==> src/rtl/halfband_decim_ts_multi_pkg.sv <==
// Shared constants, mode/sequencer encodings and the round/saturate helper for the
// time-shared halfband decimator.
package halfband_decim_ts_multi_pkg;

  localparam int unsigned DefDw  = 18;
  localparam int unsigned DefCw  = 18;
  localparam int unsigned DefK   = 2;
  localparam int unsigned DefNch = 2;
  // Pre-adder growth bit plus one headroom bit for the centre term and rounding.
  localparam int unsigned GuardBits = 2;
  localparam int unsigned SatW = 64;

  typedef enum logic {ModeFilter = 1'b0, ModeBypass = 1'b1} mode_e;

  typedef enum logic [1:0] {StIdle, StMac, StFin} seq_state_e;

  // Round half up, arithmetic shift right by 'shift', clamp to a signed 'width'-bit range.
  function automatic logic signed [SatW-1:0] sat_round(input logic signed [SatW-1:0] acc,
                                                       input int unsigned shift,
                                                       input int unsigned width);
    logic signed [SatW-1:0] one, r, hi, lo;
    one = SatW'(1);
    r   = (acc + (one <<< (shift - 1))) >>> shift;
    hi  = (one <<< (width - 1)) - one;
    lo  = -hi - one;
    if (r > hi) begin
      r = hi;
    end else if (r < lo) begin
      r = lo;
    end
    return r;
  endfunction

endpackage

==> src/rtl/halfband_decim_ts_multi_if.sv <==
// Sample, coefficient-load and result signals of the halfband decimator.
interface halfband_decim_ts_multi_if
  import halfband_decim_ts_multi_pkg::*;
#(
  parameter int unsigned DW  = DefDw,
  parameter int unsigned CW  = DefCw,
  parameter int unsigned K   = DefK,
  parameter int unsigned NCH = DefNch
);
  localparam int unsigned AW = (K > 1) ? $clog2(K) : 1;

  logic              in_valid;
  logic [NCH*DW-1:0] x_in;
  logic              mode;
  logic              coef_wr;
  logic [AW-1:0]     coef_addr;
  logic [CW-1:0]     coef_data;
  logic              out_valid;
  logic [NCH*DW-1:0] y_out;
  logic              overrun;

  modport master (
    output in_valid, x_in, mode, coef_wr, coef_addr, coef_data,
    input  out_valid, y_out, overrun
  );

  modport slave (
    input  in_valid, x_in, mode, coef_wr, coef_addr, coef_data,
    output out_valid, y_out, overrun
  );

endinterface

==> src/rtl/halfband_decim_ts_multi_mac.sv <==
// Shared pre-adder, multiplier and accumulator; res_o is the rounded, saturated sum of
// the accumulator and the half-gain centre term.
module halfband_decim_ts_multi_mac
  import halfband_decim_ts_multi_pkg::*;
#(
  parameter int unsigned DW   = DefDw,
  parameter int unsigned CW   = DefCw,
  parameter int unsigned AccW = DW + 1 + CW + GuardBits
) (
  input  logic                 clk_i,
  input  logic                 rst_ni,
  input  logic                 mul_en_i,
  input  logic                 load_i,
  input  logic signed [DW-1:0] a_i,
  input  logic signed [DW-1:0] b_i,
  input  logic signed [CW-1:0] coef_i,
  input  logic signed [DW-1:0] centre_i,
  output logic signed [DW-1:0] res_o
);
  localparam int unsigned PW = DW + CW + 1;

  logic signed [DW:0]     pre;
  logic signed [PW-1:0]   prod;
  logic signed [AccW-1:0] acc_d, acc_q, fin;

  always_comb begin
    pre   = (DW + 1)'(a_i) + (DW + 1)'(b_i);
    prod  = PW'(pre) * PW'(coef_i);
    acc_d = acc_q;
    if (mul_en_i) begin
      acc_d = load_i ? AccW'(prod) : acc_q + AccW'(prod);
    end
    fin   = acc_q + (AccW'(centre_i) <<< (CW - 1));
    res_o = DW'(sat_round(SatW'(fin), CW, DW));
  end

  always_ff @(posedge clk_i or negedge rst_ni) begin
    if (!rst_ni) begin
      acc_q <= '0;
    end else begin
      acc_q <= acc_d;
    end
  end

endmodule

==> src/rtl/halfband_decim_ts_multi.sv <==
// NCH-channel decimate-by-2 halfband FIR with one MAC shared over (channel, coefficient)
// pairs, double-banked coefficients, bypass mode and sticky overrun.
module halfband_decim_ts_multi
  import halfband_decim_ts_multi_pkg::*;
#(
  parameter int unsigned     DW        = DefDw,
  parameter int unsigned     CW        = DefCw,
  parameter int unsigned     K         = DefK,
  parameter int unsigned     NCH       = DefNch,
  parameter logic [K*CW-1:0] COEF_INIT = {18'h3DBFC, 18'h124A8}
) (
  input  logic                      clk,
  input  logic                      reset_n,
  halfband_decim_ts_multi_if.slave  bus
);
  localparam int unsigned AccW = DW + 1 + CW + $clog2(K) + 1;
  localparam int unsigned KW   = (K > 1) ? $clog2(K) : 1;
  localparam int unsigned ChW  = (NCH > 1) ? $clog2(NCH) : 1;
  localparam int unsigned OW   = (K > 1) ? $clog2(2 * K) : 1;

  seq_state_e state_d, state_q;
  logic [ChW-1:0] ch_d, ch_q, fin_ch;
  logic [KW-1:0]  k_d, k_q;
  logic [OW-1:0]  kmir;
  logic ovr_d, ovr_q, outv_d, outv_q, phase_d, phase_q;
  mode_e mode_q;
  logic mode_chg, accept, p0, p1, start, byp1, busy;
  logic mul_en, load, cap_res, upd_y;

  logic signed [DW-1:0] xo_q  [NCH][2*K];
  logic signed [DW-1:0] xc_q  [NCH][K];
  logic signed [DW-1:0] xcs_q [NCH];
  logic signed [DW-1:0] res_q [NCH];
  logic signed [DW-1:0] y_q   [NCH];
  logic signed [CW-1:0] act_q [K];
  logic signed [CW-1:0] sh_q  [K];
  logic signed [DW-1:0] mac_res;

  // A mode change swallows any in_valid of the same cycle.
  assign mode_chg = (mode_e'(bus.mode) != mode_q);
  assign accept   = bus.in_valid && !mode_chg;
  assign p0       = accept && !phase_q;
  assign p1       = accept && phase_q;
  assign start    = p1 && (mode_q == ModeFilter);
  assign byp1     = p1 && (mode_q == ModeBypass);
  assign busy     = (state_q != StIdle);

  always_comb begin
    state_d = state_q;
    ch_d    = ch_q;
    k_d     = k_q;
    ovr_d   = ovr_q;
    outv_d  = 1'b0;
    phase_d = phase_q;
    mul_en  = 1'b0;
    load    = 1'b0;
    cap_res = 1'b0;
    upd_y   = 1'b0;
    if (mode_chg) begin
      state_d = StIdle;
      ch_d    = '0;
      k_d     = '0;
      ovr_d   = 1'b0;
      phase_d = 1'b0;
    end else begin
      if (accept) phase_d = ~phase_q;
      if (byp1) outv_d = 1'b1;
      if (start) begin
        if (busy) ovr_d = 1'b1;
        state_d = StMac;
        ch_d    = '0;
        k_d     = '0;
      end else begin
        unique case (state_q)
          StIdle: ;
          StMac: begin
            mul_en  = 1'b1;
            load    = (k_q == '0);
            // Loading the next channel is the moment the previous channel's sum is final.
            cap_res = (k_q == '0) && (ch_q != '0);
            if (k_q == KW'(K - 1)) begin
              k_d = '0;
              if (ch_q == ChW'(NCH - 1)) state_d = StFin;
              else                       ch_d    = ch_q + ChW'(1);
            end else begin
              k_d = k_q + KW'(1);
            end
          end
          StFin: begin
            upd_y   = 1'b1;
            outv_d  = 1'b1;
            state_d = StIdle;
          end
          default: state_d = StIdle;
        endcase
      end
    end
  end

  always_comb begin
    fin_ch = ch_q;
    if (state_q == StMac && ch_q != '0) fin_ch = ch_q - ChW'(1);
    kmir = OW'(2 * K - 1) - OW'(k_q);
  end

  always_ff @(posedge clk or negedge reset_n) begin
    if (!reset_n) begin
      state_q <= StIdle;
      ch_q    <= '0;
      k_q     <= '0;
      ovr_q   <= 1'b0;
      outv_q  <= 1'b0;
      phase_q <= 1'b0;
      mode_q  <= ModeFilter;
    end else begin
      state_q <= state_d;
      ch_q    <= ch_d;
      k_q     <= k_d;
      ovr_q   <= ovr_d;
      outv_q  <= outv_d;
      phase_q <= phase_d;
      mode_q  <= mode_e'(bus.mode);
    end
  end

  always_ff @(posedge clk or negedge reset_n) begin
    if (!reset_n) begin
      for (int c = 0; c < NCH; c++) begin
        for (int t = 0; t < 2 * K; t++) xo_q[c][t] <= '0;
        for (int t = 0; t < K; t++)     xc_q[c][t] <= '0;
        xcs_q[c] <= '0;
        res_q[c] <= '0;
        y_q[c]   <= '0;
      end
      for (int k = 0; k < K; k++) begin
        act_q[k] <= COEF_INIT[(K - 1 - k) * CW +: CW];
        sh_q[k]  <= COEF_INIT[(K - 1 - k) * CW +: CW];
      end
    end else begin
      if (bus.coef_wr && (32'(bus.coef_addr) < K)) sh_q[bus.coef_addr] <= bus.coef_data;
      if (start) act_q <= sh_q;
      for (int c = 0; c < NCH; c++) begin
        if (p0) begin
          xc_q[c][0] <= $signed(bus.x_in[c*DW +: DW]);
          for (int t = 1; t < K; t++) xc_q[c][t] <= xc_q[c][t-1];
        end
        if (p1) begin
          xo_q[c][0] <= $signed(bus.x_in[c*DW +: DW]);
          for (int t = 1; t < 2 * K; t++) xo_q[c][t] <= xo_q[c][t-1];
        end
        // Centre taps are frozen at start since phase-0 samples keep arriving mid-sequence.
        if (start) xcs_q[c] <= xc_q[c][K-1];
        if (byp1)  y_q[c]   <= xc_q[c][0];
        if (upd_y) y_q[c]   <= (c == NCH - 1) ? mac_res : res_q[c];
      end
      if (cap_res) res_q[fin_ch] <= mac_res;
    end
  end

  halfband_decim_ts_multi_mac #(
    .DW   (DW),
    .CW   (CW),
    .AccW (AccW)
  ) u_mac (
    .clk_i    (clk),
    .rst_ni   (reset_n),
    .mul_en_i (mul_en),
    .load_i   (load),
    .a_i      (xo_q[ch_q][OW'(k_q)]),
    .b_i      (xo_q[ch_q][kmir]),
    .coef_i   (act_q[k_q]),
    .centre_i (xcs_q[fin_ch]),
    .res_o    (mac_res)
  );

  assign bus.out_valid = outv_q;
  assign bus.overrun   = ovr_q;
  for (genvar c = 0; c < NCH; c++) begin : g_out
    assign bus.y_out[c*DW +: DW] = y_q[c];
  end

endmodule

==> src/flat_wrapper.sv <==
// flat-port wrapper written by rule: the top's interface ports become plain ports
module halfband_decim_ts_multi_flat import halfband_decim_ts_multi_pkg::*;
#(
  parameter int unsigned     DW        = DefDw,
  parameter int unsigned     CW        = DefCw,
  parameter int unsigned     K         = DefK,
  parameter int unsigned     NCH       = DefNch,
  parameter logic [K*CW-1:0] COEF_INIT = {18'h3DBFC, 18'h124A8}
)
  (clk, reset_n, bus_in_valid, bus_x_in, bus_mode, bus_coef_wr, bus_coef_addr, bus_coef_data, bus_out_valid, bus_y_out, bus_overrun);
  halfband_decim_ts_multi_if #(.DW(DW), .CW(CW), .K(K), .NCH(NCH)) bus_i ();
  input  logic clk;
  input  logic reset_n;
  input wire logic [$bits(bus_i.in_valid)-1:0] bus_in_valid;
  input wire logic [$bits(bus_i.x_in)-1:0] bus_x_in;
  input wire logic [$bits(bus_i.mode)-1:0] bus_mode;
  input wire logic [$bits(bus_i.coef_wr)-1:0] bus_coef_wr;
  input wire logic [$bits(bus_i.coef_addr)-1:0] bus_coef_addr;
  input wire logic [$bits(bus_i.coef_data)-1:0] bus_coef_data;
  output wire logic [$bits(bus_i.out_valid)-1:0] bus_out_valid;
  output wire logic [$bits(bus_i.y_out)-1:0] bus_y_out;
  output wire logic [$bits(bus_i.overrun)-1:0] bus_overrun;
  assign bus_i.in_valid = bus_in_valid;
  assign bus_i.x_in = bus_x_in;
  assign bus_i.mode = bus_mode;
  assign bus_i.coef_wr = bus_coef_wr;
  assign bus_i.coef_addr = bus_coef_addr;
  assign bus_i.coef_data = bus_coef_data;
  assign bus_out_valid = bus_i.out_valid;
  assign bus_y_out = bus_i.y_out;
  assign bus_overrun = bus_i.overrun;
  halfband_decim_ts_multi #(.DW(DW), .CW(CW), .K(K), .NCH(NCH), .COEF_INIT(COEF_INIT)) u_core (.clk(clk), .reset_n(reset_n), .bus(bus_i));
endmodule
==> config.mk <==
export PLATFORM = sky130hd
export DESIGN_NAME = halfband_decim_ts_multi_flat
export DESIGN_NICKNAME = d
export VERILOG_FILES = /design/src/rtl/halfband_decim_ts_multi_pkg.sv /design/src/rtl/halfband_decim_ts_multi_if.sv /design/src/rtl/halfband_decim_ts_multi_mac.sv /design/src/rtl/halfband_decim_ts_multi.sv /design/src/flat_wrapper.sv
export SDC_FILE = /design/constraint.sdc
export NUM_CORES = 2
export LEC_CHECK = 0
export ABC_AREA = 1
export ABC_CLOCK_PERIOD_IN_PS = 9050
export BUFFER_PORTS_ARGS = -buffer_cell sky130_fd_sc_hd__buf_2
export CAP_MARGIN = 20
export CORE_AREA = 2 2 191 381
export CTS_BUF_LIST = sky130_fd_sc_hd__clkbuf_2 sky130_fd_sc_hd__clkbuf_4 sky130_fd_sc_hd__clkbuf_8
export CTS_CLUSTER_DIAMETER = 120
export CTS_CLUSTER_SIZE = 30
export DETAILED_ROUTE_END_ITERATION = 12
export DIE_AREA = 0 0 193 383
export PLACE_DENSITY = 0.68
export SETUP_SLACK_MARGIN = 0.4
export SYNTH_ARGS = -nofsm -noshare
export SYNTH_HDL_FRONTEND = slang
export SYNTH_SLANG_ARGS = --single-unit
==> constraint.sdc <==
create_clock -name clk -period 9.05 [get_ports clk]
set_input_delay 1.3575 -clock clk [delete_from_list [all_inputs] [get_ports clk]]
set_output_delay 1.3575 -clock clk [all_outputs]
set_load 0.02 [all_outputs]
==> results.cfg <==
[clock_tree]
cts_buffer_depth = 3
clock_latency_ns = 0.67
numClockSinks = 425
root_buffer = clkbuf_8
clk_pin_slew_ns = 0.19
cts_tree = done
numCtsBuffers = 18
cts_hold_buf = 0
htree_num_levels = 1

[hold_path]
hold_start = u_core.sh_q[1]
min_path_cells = 2
hp-class = flop to flop
min_to = u_core.act_q[1]

[sta]
finalCriticalPeriod_ns = 9.601
slew_headroom = 0.3468
rsz0062_at_grt = true
skew_ns = 0.02978
tns_ns = -3.335
max_freq_mhz = 104.2
worst_slack_ns = -0.5513
setup_violations = 15
tightest_slew_ns = 0.9798
hold_viol_final = 0
slew_violations = 0
whs_ns = 0.4690
fin_crit_sh = 1.061

[synthesis]
netlist_instances = 4517
ys.warnings.count = 0
synth_edf_count = 0
synth_top_area_frac = 0.2729
synthFlopType = dfrtp_1
ys_ff_latch = 425
avgSynthCellArea_um2 = 7.817
synth_cell_types = 52
synth.area.top_cells = dfrtp_1, fa_1, nand2_1, inv_1, ha_1
yosysTopAreaCell = dfrtp_1
asyncSetResetFlopFracSynth = 1.000
ys_seq_area_frac = 0.3026
syn-num-nets = 5095
syn_area_mm2 = 0.03531

[global_routing]
grt_use_total = 0.3124
grt_pass1_vias = 32600
grt_overflow = 0
grt_start_max_net_pins = 162
grt_antenna_before_repair = 1
grt_pass1_wl_um = 177400

[drt]
drtPass1Iterations = 5
routedWlPerCell_um = 18.82
vias_per_cell = 5.261
drtIter0Drc = 1979
drc = 0
wl_um = 112500
vias = 31440
drtAntennaViolNets = 0

[setup_path]
path_max_fanout = 8
cp_top_family = adder cells
critical_path.slowest_cell = fa_1
end_kind = flop
max_stage_delay_ns = 0.58
cp.arrival_ns = 10.18
crit_path_start_kind = flop
crit_type = flop to flop
crit_required_ns = 9.63
timing.rr.start = u_core.ch_q
rrSetupSlack_ns = -0.55
reg2regPathDepth = 48
worst-path-buf-inv = 14
r2r_end = u_core.u_mac.acc_q[37]

[floorplan]
start_util = 0.4952
die_y_um = 383
ios = 98
die_area_mm2 = 0.07392
coreArea_mm2 = 0.07131
std_cell_rows = 139
die_width_um = 193

[placement]
placed_area_mm2 = 0.04101
port_buffers = 97
hpwl_um = 89010
place.gp.congestion = 0.9656

[cells_and_area]
layout_commonest_cell = nand2_1
most-common-layout-cells = nand2_1, inv_1, buf_4, dfrtp_1, nor2_1
area_growth_pct = 22.13
layout-drive-gt1-share = 0.2253
final_nets = 5625
final_area_mm2 = 0.04312

[run]
drv_cap = 0

[run_status]
violations = negative setup slack
status = complete, but fails checks
[metrics by stage]
step | setup WS, ns | utilization | instances
finish | -0.5513 | 0.6047 | 5976
floorplan | 0.03910 | - | 4517
CTS | -0.4340 | 0.5925 | 5950
global placement | -0.7570 | 0.5751 | 5903
detailed placement | -0.8956 | 0.5751 | 5903
global route | -1.005 | 0.6047 | 5976
[area by class of cell]
cell class | count | area, µm²
flip-flops and latches | 425 | 10690
diodes | 1 | 2.502
clock inverters | 4 | 63.81
fillers | 6497 | 28180
multi-input cells | 3192 | 22970
clock buffers | 28 | 322.8
repair buffers | 668 | 5109
inverters | 742 | 2816
well taps | 916 | 1146
[cells in the mapped netlist (7+ instances only)]
library cell,n
a21o_1,7
a21oi_1,141
a31oi_1,12
buf_2,7
clkbuf_1,141
clkinv_1,10
dfrtp_1,385
dfstp_2,40
fa_1,341
ha_1,177
inv_1,729
mux2_2,16
nand2_1,1347
nand2_2,18
nand3_1,119
nand3b_1,8
nand4_1,26
nor2_1,376
nor2_2,9
nor3_1,17
o211ai_1,22
o21ai_0,323
o21ai_1,15
o21bai_1,9
o22ai_1,35
o311ai_0,12
o311ai_1,8
or2_2,15
xnor2_1,43
xor2_1,51
[worst min-delay path: stages, from the launching register on]
cell,delay [ns]
dfrtp_1,0.38
nand2_1,0.05
nand2_1,0.04
[what timing repair did]
item / CTS / global route
cloned: 1 / 0
gates resized for setup: 176 / 161
setup buffers: 14 / 23
setup endpoints to repair: 26 / 28
pin swaps: 41 / 30
[worst max path at each step]
stage                      startpoint  cells past startpoint  slack (ns)                     end
final                     u_core.ch_q                     48       -0.55  u_core.u_mac.acc_q[37]
after global routing      u_core.ch_q                     49       -1.01  u_core.u_mac.acc_q[37]
after CTS                 u_core.ch_q                     47       -0.43  u_core.u_mac.acc_q[37]
after detailed placement   u_core.k_q                     47       -0.90  u_core.u_mac.acc_q[37]
after global placement    u_core.ch_q                     51       -0.76  u_core.u_mac.acc_q[37]
after floorplan           u_core.ch_q                     53        0.04  u_core.u_mac.acc_q[38]
[metal layers]
metal	track usage	up-vias	wire length (µm)
met2	0.5543	865	56950
met1	0.3747	15310	43520
met5	0	-	0
li1	-	15000	-
met4	0.1594	0	7485
met3	0.02598	263	4492
[cells by family after synthesis]
kind of cell / synth area share
simple gates: 0.2209
buf+inv: 0.09688
compound gates: 0.09479
xor+xnor: 0.02332
fa+ha+maj: 0.2561
mux: 0.005386
flops: 0.3026
[sequential cells by signal (all words and copies together), names as in the netlist, 2 cells and up]
register and count:
u_core.xo_q 144, u_core.xc_q 72, u_core.u_mac.acc_q 39, u_core.act_q 36, u_core.bus.y_out 36, u_core.sh_q 36
u_core.xcs_q 36, u_core.res_q 18, u_core.state_q 2
Power is left out: the tool's default activity adds up to more than one toggle a clock period on the data nets, which glitch-free logic cannot reach.
